File: config.mk
export PLATFORM = sky130hd
export DESIGN_NAME = result_dump_streamer
export DESIGN_NICKNAME = d
export VERILOG_FILES = /design/src/rtl/dump_pkg.sv /design/src/rtl/dump_skid_buffer.sv /design/src/rtl/result_dump_streamer.sv
export SDC_FILE = /design/constraint.sdc
export NUM_CORES = 1
export LEC_CHECK = 0
export BUFFER_PORTS_ARGS = -buffer_cell sky130_fd_sc_hd__buf_4
export CORE_ASPECT_RATIO = 0.6
export CORE_MARGIN = 2
export CORE_UTILIZATION = 50
export DETAILED_ROUTE_END_ITERATION = 16
export PLACE_DENSITY = 0.74
export SYNTH_ARGS = -nofsm -noshare
export SYNTH_HDL_FRONTEND = slang
export SYNTH_HIERARCHICAL = 1
export SYNTH_SLANG_ARGS = --single-unit
File: constraint.sdc
create_clock -name clk -period 3.1 [get_ports clk]
set_input_delay 0.93 -clock clk [delete_from_list [all_inputs] [get_ports clk]]
set_output_delay 0.93 -clock clk [all_outputs]
set_load 0.005 [all_outputs]
File: src/rtl/dump_pkg.sv
// Shared types for the result dump streamer: FSM states, beat tags, read sources.
package dump_pkg;

    // Dump sequencer states; CSUM is only entered when the checksum beat is built in.
    typedef enum logic [2:0] {
        IDLE,
        IMG,
        HIST,
        CSUM,
        DRAIN
    } dump_state_e;

    // Where the captured read data comes from.
    typedef enum logic [1:0] {
        SRC_IMG,
        SRC_HIST,
        SRC_CSUM
    } rd_src_e;

    // Section field is sized for up to 14 histogram channels; the top trims it to its port width.
    localparam int TAG_SEC_W = 4;

    typedef struct packed {
        logic [TAG_SEC_W-1:0] sec;
        logic                 eos;
        logic                 last;
    } beat_tag_t;

    localparam logic [TAG_SEC_W-1:0] SEC_IMG = '0;

    // Section number of histogram channel ch (image is section 0).
    function automatic logic [TAG_SEC_W-1:0] hist_sec(input int unsigned ch);
        return TAG_SEC_W'(ch + 1);
    endfunction

endpackage

File: src/rtl/dump_skid_buffer.sv
// Two-entry FIFO holding payload+tag for the output stream; the sole storage behind out_*.
module dump_skid_buffer #(
    parameter int W = 8
) (
    input  logic         clk,
    input  logic         i_srst,
    input  logic         i_push,
    input  logic [W-1:0] i_data,
    input  logic         i_pop,
    output logic [W-1:0] o_data,
    output logic         o_valid,
    output logic [1:0]   o_count
);

    logic       r_wr_ptr;
    logic       r_rd_ptr;
    logic [1:0] r_count;
    logic       w_push_ok;
    logic       w_pop_ok;

    assign w_push_ok = i_push && (r_count != 2'd2);
    assign w_pop_ok  = i_pop && (r_count != 2'd0);

    generate
        for (genvar gi = 0; gi < 2; gi++) begin : g_slot
            logic [W-1:0] r_slot;
            // Each slot captures pushed data when the write pointer selects it.
            always_ff @(posedge clk) begin
                if (i_srst) begin
                    r_slot <= '0;
                end else if (w_push_ok && (r_wr_ptr == 1'(gi))) begin
                    r_slot <= i_data;
                end
            end
        end
    endgenerate

    // Pointer and occupancy bookkeeping; push+pop together leaves the count unchanged.
    always_ff @(posedge clk) begin
        if (i_srst) begin
            r_wr_ptr <= 1'b0;
            r_rd_ptr <= 1'b0;
            r_count  <= 2'd0;
        end else begin
            if (w_push_ok) begin
                r_wr_ptr <= ~r_wr_ptr;
            end
            if (w_pop_ok) begin
                r_rd_ptr <= ~r_rd_ptr;
            end
            r_count <= r_count + {1'b0, w_push_ok} - {1'b0, w_pop_ok};
        end
    end

    assign o_data  = r_rd_ptr ? g_slot[1].r_slot : g_slot[0].r_slot;
    assign o_valid = (r_count != 2'd0);
    assign o_count = r_count;

endmodule

File: src/rtl/result_dump_streamer.sv
// Streams the image memory, then every histogram channel, as one valid/ready beat stream
// once per rising edge of finish. Define DUMP_CHECKSUM_EN to append an XOR checksum beat.
module result_dump_streamer
    import dump_pkg::*;
#(
    parameter int DATA_W    = 128,
    parameter int IMG_DEPTH = 8192,
    parameter int HIST_CH   = 2,
    parameter int HIST_BINS = 256,
    parameter int HIST_W    = 16
) (
    input  logic                                      clk,
    input  logic                                      reset,
    input  logic                                      finish,
    output logic [$clog2(IMG_DEPTH)-1:0]              img_addr,
    input  logic [DATA_W-1:0]                         img_rdata,
    output logic [((HIST_CH > 1) ? $clog2(HIST_CH) : 1)-1:0] hist_sel,
    output logic [$clog2(HIST_BINS)-1:0]              hist_addr,
    input  logic [HIST_W-1:0]                         hist_rdata,
    output logic                                      out_valid,
    input  logic                                      out_ready,
    output logic [DATA_W-1:0]                         out_data,
    output logic [$clog2(HIST_CH+2)-1:0]              out_sec,
    output logic                                      out_eos,
    output logic                                      out_last,
    output logic                                      busy,
    output logic                                      done
);

    localparam int IMG_AW = $clog2(IMG_DEPTH);
    localparam int CH_W   = (HIST_CH > 1) ? $clog2(HIST_CH) : 1;
    localparam int BIN_W  = $clog2(HIST_BINS);
    localparam int SEC_W  = $clog2(HIST_CH + 2);
    localparam int PAY_W  = DATA_W + $bits(beat_tag_t);

    dump_state_e         r_state;
    dump_state_e         w_state_next;
    logic                r_finish_q;
    logic [IMG_AW-1:0]   r_img_addr;
    logic [CH_W-1:0]     r_ch;
    logic [BIN_W-1:0]    r_bin;
    logic                r_rd_vld;
    beat_tag_t           r_rd_tag;
    rd_src_e             r_rd_src;

    logic                w_issue;
    beat_tag_t           w_issue_tag;
    rd_src_e             w_issue_src;
    logic                w_done;
    logic                w_img_last;
    logic                w_bin_last;
    logic                w_ch_last;
    logic                w_pop;
    logic [1:0]          w_count;
    logic [2:0]          w_occ;
    logic                w_room;
    logic [DATA_W-1:0]   w_push_data;
    logic [PAY_W-1:0]    w_fifo_out;
    logic [DATA_W-1:0]   w_out_data;
    beat_tag_t           w_out_tag;
    logic                w_unused_sec;

    assign w_img_last = (r_img_addr == IMG_AW'(IMG_DEPTH - 1));
    assign w_bin_last = (r_bin == BIN_W'(HIST_BINS - 1));
    assign w_ch_last  = (r_ch == CH_W'(HIST_CH - 1));

    // A beat leaving this cycle frees a slot, so counting it keeps one beat per cycle flowing.
    assign w_pop  = out_valid && out_ready;
    assign w_occ  = {1'b0, w_count} + {2'b0, r_rd_vld} - {2'b0, w_pop};
    assign w_room = (w_occ < 3'd2);

    // State register plus finish edge detector.
    always_ff @(posedge clk) begin
        if (reset) begin
            r_state    <= IDLE;
            r_finish_q <= 1'b0;
        end else begin
            r_state    <= w_state_next;
            r_finish_q <= finish;
        end
    end

    // Next-state logic and read issue with the tags that travel with each read.
    always_comb begin
        w_state_next = r_state;
        w_issue      = 1'b0;
        w_issue_tag  = '0;
        w_issue_src  = SRC_IMG;
        w_done       = 1'b0;
        case (r_state)
            IDLE: begin
                if (finish && !r_finish_q) begin
                    w_state_next = IMG;
                end
            end
            IMG: begin
                if (w_room) begin
                    w_issue         = 1'b1;
                    w_issue_tag.sec = SEC_IMG;
                    w_issue_tag.eos = w_img_last;
                    if (w_img_last) begin
                        w_state_next = HIST;
                    end
                end
            end
            HIST: begin
                if (w_room) begin
                    w_issue         = 1'b1;
                    w_issue_src     = SRC_HIST;
                    w_issue_tag.sec = hist_sec(32'(r_ch));
                    w_issue_tag.eos = w_bin_last;
`ifdef DUMP_CHECKSUM_EN
                    w_issue_tag.last = 1'b0;
                    if (w_bin_last && w_ch_last) begin
                        w_state_next = CSUM;
                    end
`else
                    w_issue_tag.last = w_bin_last && w_ch_last;
                    if (w_bin_last && w_ch_last) begin
                        w_state_next = DRAIN;
                    end
`endif
                end
            end
`ifdef DUMP_CHECKSUM_EN
            CSUM: begin
                if (w_room) begin
                    w_issue          = 1'b1;
                    w_issue_src      = SRC_CSUM;
                    w_issue_tag.sec  = TAG_SEC_W'(HIST_CH + 1);
                    w_issue_tag.eos  = 1'b1;
                    w_issue_tag.last = 1'b1;
                    w_state_next     = DRAIN;
                end
            end
`endif
            DRAIN: begin
                if ((w_count == 2'd0) && !r_rd_vld) begin
                    w_done       = 1'b1;
                    w_state_next = IDLE;
                end
            end
            default: begin
                w_state_next = IDLE;
            end
        endcase
    end

    // Read address counters; each wraps to 0 after its final read so the next dump starts clean.
    always_ff @(posedge clk) begin
        if (reset) begin
            r_img_addr <= '0;
            r_ch       <= '0;
            r_bin      <= '0;
        end else if (w_issue) begin
            if (r_state == IMG) begin
                r_img_addr <= w_img_last ? '0 : r_img_addr + 1'b1;
            end else if (r_state == HIST) begin
                r_bin <= w_bin_last ? '0 : r_bin + 1'b1;
                if (w_bin_last) begin
                    r_ch <= w_ch_last ? '0 : r_ch + 1'b1;
                end
            end
        end
    end

    // In-flight read tracking: the memories answer one cycle after the address.
    always_ff @(posedge clk) begin
        if (reset) begin
            r_rd_vld <= 1'b0;
            r_rd_tag <= '0;
            r_rd_src <= SRC_IMG;
        end else begin
            r_rd_vld <= w_issue;
            r_rd_tag <= w_issue_tag;
            r_rd_src <= w_issue_src;
        end
    end

`ifdef DUMP_CHECKSUM_EN
    logic [DATA_W-1:0] r_csum;

    // XOR of every data beat pushed since the start edge.
    always_ff @(posedge clk) begin
        if (reset || ((r_state == IDLE) && finish && !r_finish_q)) begin
            r_csum <= '0;
        end else if (r_rd_vld && (r_rd_src != SRC_CSUM)) begin
            r_csum <= r_csum ^ w_push_data;
        end
    end
`endif

    // Select the payload for the captured read; histogram bins are zero-extended.
    always_comb begin
        w_push_data = img_rdata;
        case (r_rd_src)
            SRC_HIST: w_push_data = DATA_W'(hist_rdata);
`ifdef DUMP_CHECKSUM_EN
            SRC_CSUM: w_push_data = r_csum;
`else
            SRC_CSUM: w_push_data = '0;
`endif
            default:  w_push_data = img_rdata;
        endcase
    end

    dump_skid_buffer #(
        .W (PAY_W)
    ) u_skid (
        .clk     (clk),
        .i_srst  (reset),
        .i_push  (r_rd_vld),
        .i_data  ({w_push_data, r_rd_tag}),
        .i_pop   (w_pop),
        .o_data  (w_fifo_out),
        .o_valid (out_valid),
        .o_count (w_count)
    );

    assign {w_out_data, w_out_tag} = w_fifo_out;
    assign w_unused_sec = ^w_out_tag.sec;

    assign out_data  = w_out_data;
    assign out_sec   = w_out_tag.sec[SEC_W-1:0];
    assign out_eos   = w_out_tag.eos;
    assign out_last  = w_out_tag.last;
    assign img_addr  = r_img_addr;
    assign hist_sel  = r_ch;
    assign hist_addr = r_bin;
    assign busy      = (r_state != IDLE);
    assign done      = w_done;

endmodule

======== Yosys cells after proc, flatten, opt, wreduce, memory -nomap -nowiden ========
Cells that the tools add are included.
storage, ports and cells
  bits of input ports ..................... 148
  register bits ........................... 307
operators by class
  reduce and logical (&&, ||, !) cells .... 21
  equality and inequality tests ........... 14
  order comparisons ....................... 1
  bitwise logic cells ..................... 5
  add/subtract/negate cells ............... 8
  muxes and demuxes ....................... 20
operator list
  operator                 count
  $pmux W128 S2            1
  $mux W134                1
  $mux W3                  6
  $ne A2 B2 Y1 const B     7
  $add A13 B1 Y13 const B  1
  $eq A13 B13 Y1 const B   1
  $mux W13                 1
  $pmux W3 S4              1
  $pmux W5 S2              1
  $add A8 B1 Y8 const B    1
  $eq A8 B8 Y1 const B     1
  $logic_and A1 B1 Y1      8
  $mux W8                  1
  $mux W1                  7
  $reduce_and A6 Y1        1
  $not A1 Y1               5
  $mux W4                  1
  $reduce_and A4 Y1        1
  $reduce_or A2 Y1         2
  $add A2 B1 Y3            1
  $eq A3 B1 Y1 const B     1
  $eq A3 B2 Y1 const B     1
  $eq A3 B3 Y1 const B     1
  $logic_not A3 Y1         1
  other kinds (15)         16

======== Logic depth before layout (Yosys ltp) ========
  word-level depth ........................ 7
  depth in mapped cells ................... 10

======== Cells and area by module ========
The synthesis kept the hierarchy.
modules (own cells, without submodules)
  module                sequential area each (um^2)  area an instance (um^2)  cells an instance  times used
  dump_skid_buffer      5445.2                       12902.4                  1352               1
  result_dump_streamer  640.6                        2504.9                   312                1

======== Worst setup path after synthesis ========
No wires, ideal clock.
  kind .................................... in2reg
  start point ............................. input out_ready
  end point ............................... register r_img_addr[10], in the netlist img_addr[10]
  path slack .............................. -0.003 ns
  setup time .............................. 0.116 ns
  cell stages on the path ................. 8
  data required time ...................... 2.984 ns
  buffers on the path ..................... 0
  arrival ................................. 2.986 ns
  cell sequence ........................... and2_1 -> ha_1 -> nand2b_1 -> fa_1 -> nand4bb_1 -> nor4_2 -> a21oi_1 -> a31o_2
on the way
  word-level cells in the longest chain between the ends .. 6
ends and longest elaborated chain
  what                         line                                                     RTL
  start, declared              result_dump_streamer.sv:21                               input logic out_ready,
  $logic_and A1 B1 Y1          result_dump_streamer.sv:68                               assign w_pop = out_valid && out_ready;
  $sub A3 B1 Y3                result_dump_streamer.sv:69                               assign w_occ = {1'b0, w_count} + {2'b0, r_rd_vld} - {2'b0, w_pop};
  $lt A3 B2 Y1                 result_dump_streamer.sv:70                               assign w_room = (w_occ < 3'd2);
  $mux W1                      result_dump_streamer.sv:97, result_dump_streamer.sv:107
  $mux W1                      --
  $reduce_and A2 Y1 (no line)  --
  end signal, assigned         result_dump_streamer.sv:157                              r_img_addr <= w_img_last ? '0 : r_img_addr + 1'b1;
  end, declared                result_dump_streamer.sv:39                               logic [IMG_AW-1:0] r_img_addr;
Every way passes these cells.
A chain may end at the register's enable or synchronous reset.

======== Worst setup path after layout ========
  start point ............................. register r_rd_vld
  end point ............................... output done
on the way
  word-level cells in the longest chain between the ends .. 4
ends and longest elaborated chain
  what                    line                         RTL
  start, declared         result_dump_streamer.sv:42   logic r_rd_vld;
  start signal, assigned  result_dump_streamer.sv:174  r_rd_vld <= w_issue;
  $logic_not A1 Y1        result_dump_streamer.sv:138  if ((w_count == 2'd0) && !r_rd_vld) begin
  $logic_and A1 B1 Y1     result_dump_streamer.sv:138
  $mux W1                 result_dump_streamer.sv:138
  $mux W1                 result_dump_streamer.sv:90   case (r_state)
  end, declared           result_dump_streamer.sv:27   output logic done
Every way passes these cells.

==> flow_summary.toml <==
[detailed_routing]
vias = 12180
wirelength_mm = 39.46
drc_errors = 0
drtIter0Drc = 733
drt_pre_antenna_iters = 7
viasPerCell = 5.280
ant_nets = 0
wire_per_inst_um = 17.11

[global_route]
track_usage_pct = 24.01
grt_pass1_wl_mm = 63.89
grt_pass1_vias = 12340
antenna_found_initial = 1
grt_use_met3_pct = 5.325
grt_max_degree = 113
grt_util_met1_pct = 33.29
grt-ovfl-total = 0
grt_use_met2_pct = 38.60
busiest_layer = "met2"

[final_layout]
drive_above_1_share_pct = 29.57
multi_input_area_sq_mm = 0.008546
syn_to_final_growth_pct = 24.04
seq_area_sq_mm = 0.006013
final_cells = 2306
num-nets-final = 2027
nFillCells = 2509

[hold_path]
worstHoldPathCells = 2
hold_class = "register to register"
hold_path_end = "u_skid/g_slot[1].r_slot[29]"
min-delay-start = "u_skid/g_slot[1].r_slot[29]"

[timing]
min_period_over_period_pct = 96.02
rsz0062_at_grt = "false"
fmax_mhz = 336.0
setup_ws_ns = 0.1235
min_period_ns = 2.976
hold_viol = 0
drv_slew = 0
tightest_slew_ns = 0.8566
skew_ns = 0.01536
setup_viol = 0
relSlewSlack_pct = 42.89

[worst_setup_path]
crit_type = "register to output port"
cp-end-kind = "output port"
crit_fanout = 7
reg2reg_from = "u_skid/o_count[1]"
r2r_slack_ns = 0.20
required_ns = 2.17
timing.rr.end = "hist_addr[3]"
worstRegToRegCells = 9
cp_slowest_cell = "or4b_2"
cp.arrival_ns = 2.05
cp_slowest_stage_delay_ns = 0.72
path_cells = "or4b_2, nor3_1, buf_4"
start_kind = "register"

[placed_design]
gp_congestion = 0.8282
dp.cells = 2249
port-buffer-count = 304
dpl_worst_slack_ns = -0.1701
hpwlAfterDp_mm = 25.02

[clocking]
numClockSinks = 300
cts_resized = 0
tritoncts = "built"
cts_setup_buffers = 0
clock-root-buffer = "clkbuf_16"
clock_path_buffers = 3
numCtsBuffers = 30
postCtsHoldBufs = 0
clkTransAtPathRegs_ns = 0.06
htreeDepth = 1
clock_latency_ns = 0.56

[synth]
synth_area_sq_mm = 0.01522
syn_nets = 1799
syn_area_per_cell_sq_um = 9.254
yosysWarningCount = 6
synthCells = 1645

[pwr]
peakVddDrop_uv = 369.3
finalPower_mw = 9.212
p_leak_nw = 8.396
power-per-cell-area_mw_per_mm2 = 487.8

[floorplanning]
start_util_pct = 50.78
io_pins = 305
die_w_um = 229.3
placementRows = 49
die_h_um = 139.2
fp.coreArea_sq_mm = 0.02998
die-area_sq_mm = 0.03190

[status]
status = "finished, final reports clean"

[flow_run]
max_cap_viol_count = 0
placed cells by master (no fill, tap or decap), types with 5 or more instances in the layout:
master / n
nand2b_1: 265
clkbuf_16: 31
o21ai_0: 255
mux2i_1: 134
buf_4: 327
nand2_1: 10
mux2_2: 148
clkinv_2: 8
nand3_1: 10
nor4_1: 8
ha_1: 5
bufinv_16: 8
dfxtp_1: 298
nand4_1: 5
nor2b_1: 247
nor2_1: 23
xnor2_1: 12
inv_1: 6
xor2_1: 8
o21ai_1: 11
buf_12: 9
state kept, by name, summed over array words and instances (netlist names):
register,cells
u_skid/g_slot.r_slot,264
img_addr,13
hist_sel,1
u_skid/r_wr_ptr,1
r_rd_src,1
hist_addr,8
r_rd_tag,4
r_finish_q,1
r_state,3
r_rd_vld,1
u_skid/o_count,2
u_skid/r_rd_ptr,1
per-stage QoR:
stage,cell area (sq um),hold WS (ns),utilization [%],TNS (ns)
final,18880,0.4724,62.99,0
after global routing,18880,0.4902,62.99,0
after CTS,18880,0.4776,62.98,0
after detailed placement,17740,0.4655,59.18,-1.890
after global placement,17740,0.4542,59.18,-1.126
after floorplan,15230,0.4452,-,0
critical path, delay by kind of cell (launching register included):
family        cells  cell delay (ns)
simple gates      2             0.91
flops             1             0.42
buf+inv           1             0.15
worst max-delay path by stage:
stage / start / depth (start not counted) / end
after floorplan: out_ready / 8 / img_addr[10]
after global placement: out_ready / 9 / hist_addr[3]
after detailed placement: out_ready / 9 / img_addr[10]
after CTS: r_rd_vld / 3 / done
after global routing: r_state[2] / 3 / done
final: r_rd_vld / 3 / done
metal layers:
layer | part of all wire, % | vias to the layer above | routed length (um)
li1 | - | 5993 | -
met2 | 45 | 300 | 17880
met1 | 47 | 5824 | 18500
met3 | 6.0 | 59 | 2356
met4 | 1.8 | 0 | 717
met5 | 0 | - | 0
final cells by class:
| cell class | instances | area share, % |
|---|---|---|
| Multi-Input combinational cell | 1198 | 45.26 |
| Sequential cell | 300 | 31.84 |
| Timing Repair Buffer | 337 | 14.03 |
| Clock buffer | 38 | 4.459 |
| Tap cell | 408 | 2.703 |
| Clock inverter | 18 | 1.570 |
| Inverter | 6 | 0.1193 |
| Antenna cell | 1 | 0.01325 |
power by group:
part	switching (mW)	leakage (nW)	internal [mW]
logic	0.480	5.41	0.544
clock network	1.58	0.563	2.58
registers	0.0579	2.43	3.97
(Power assumes the default switching activity.)
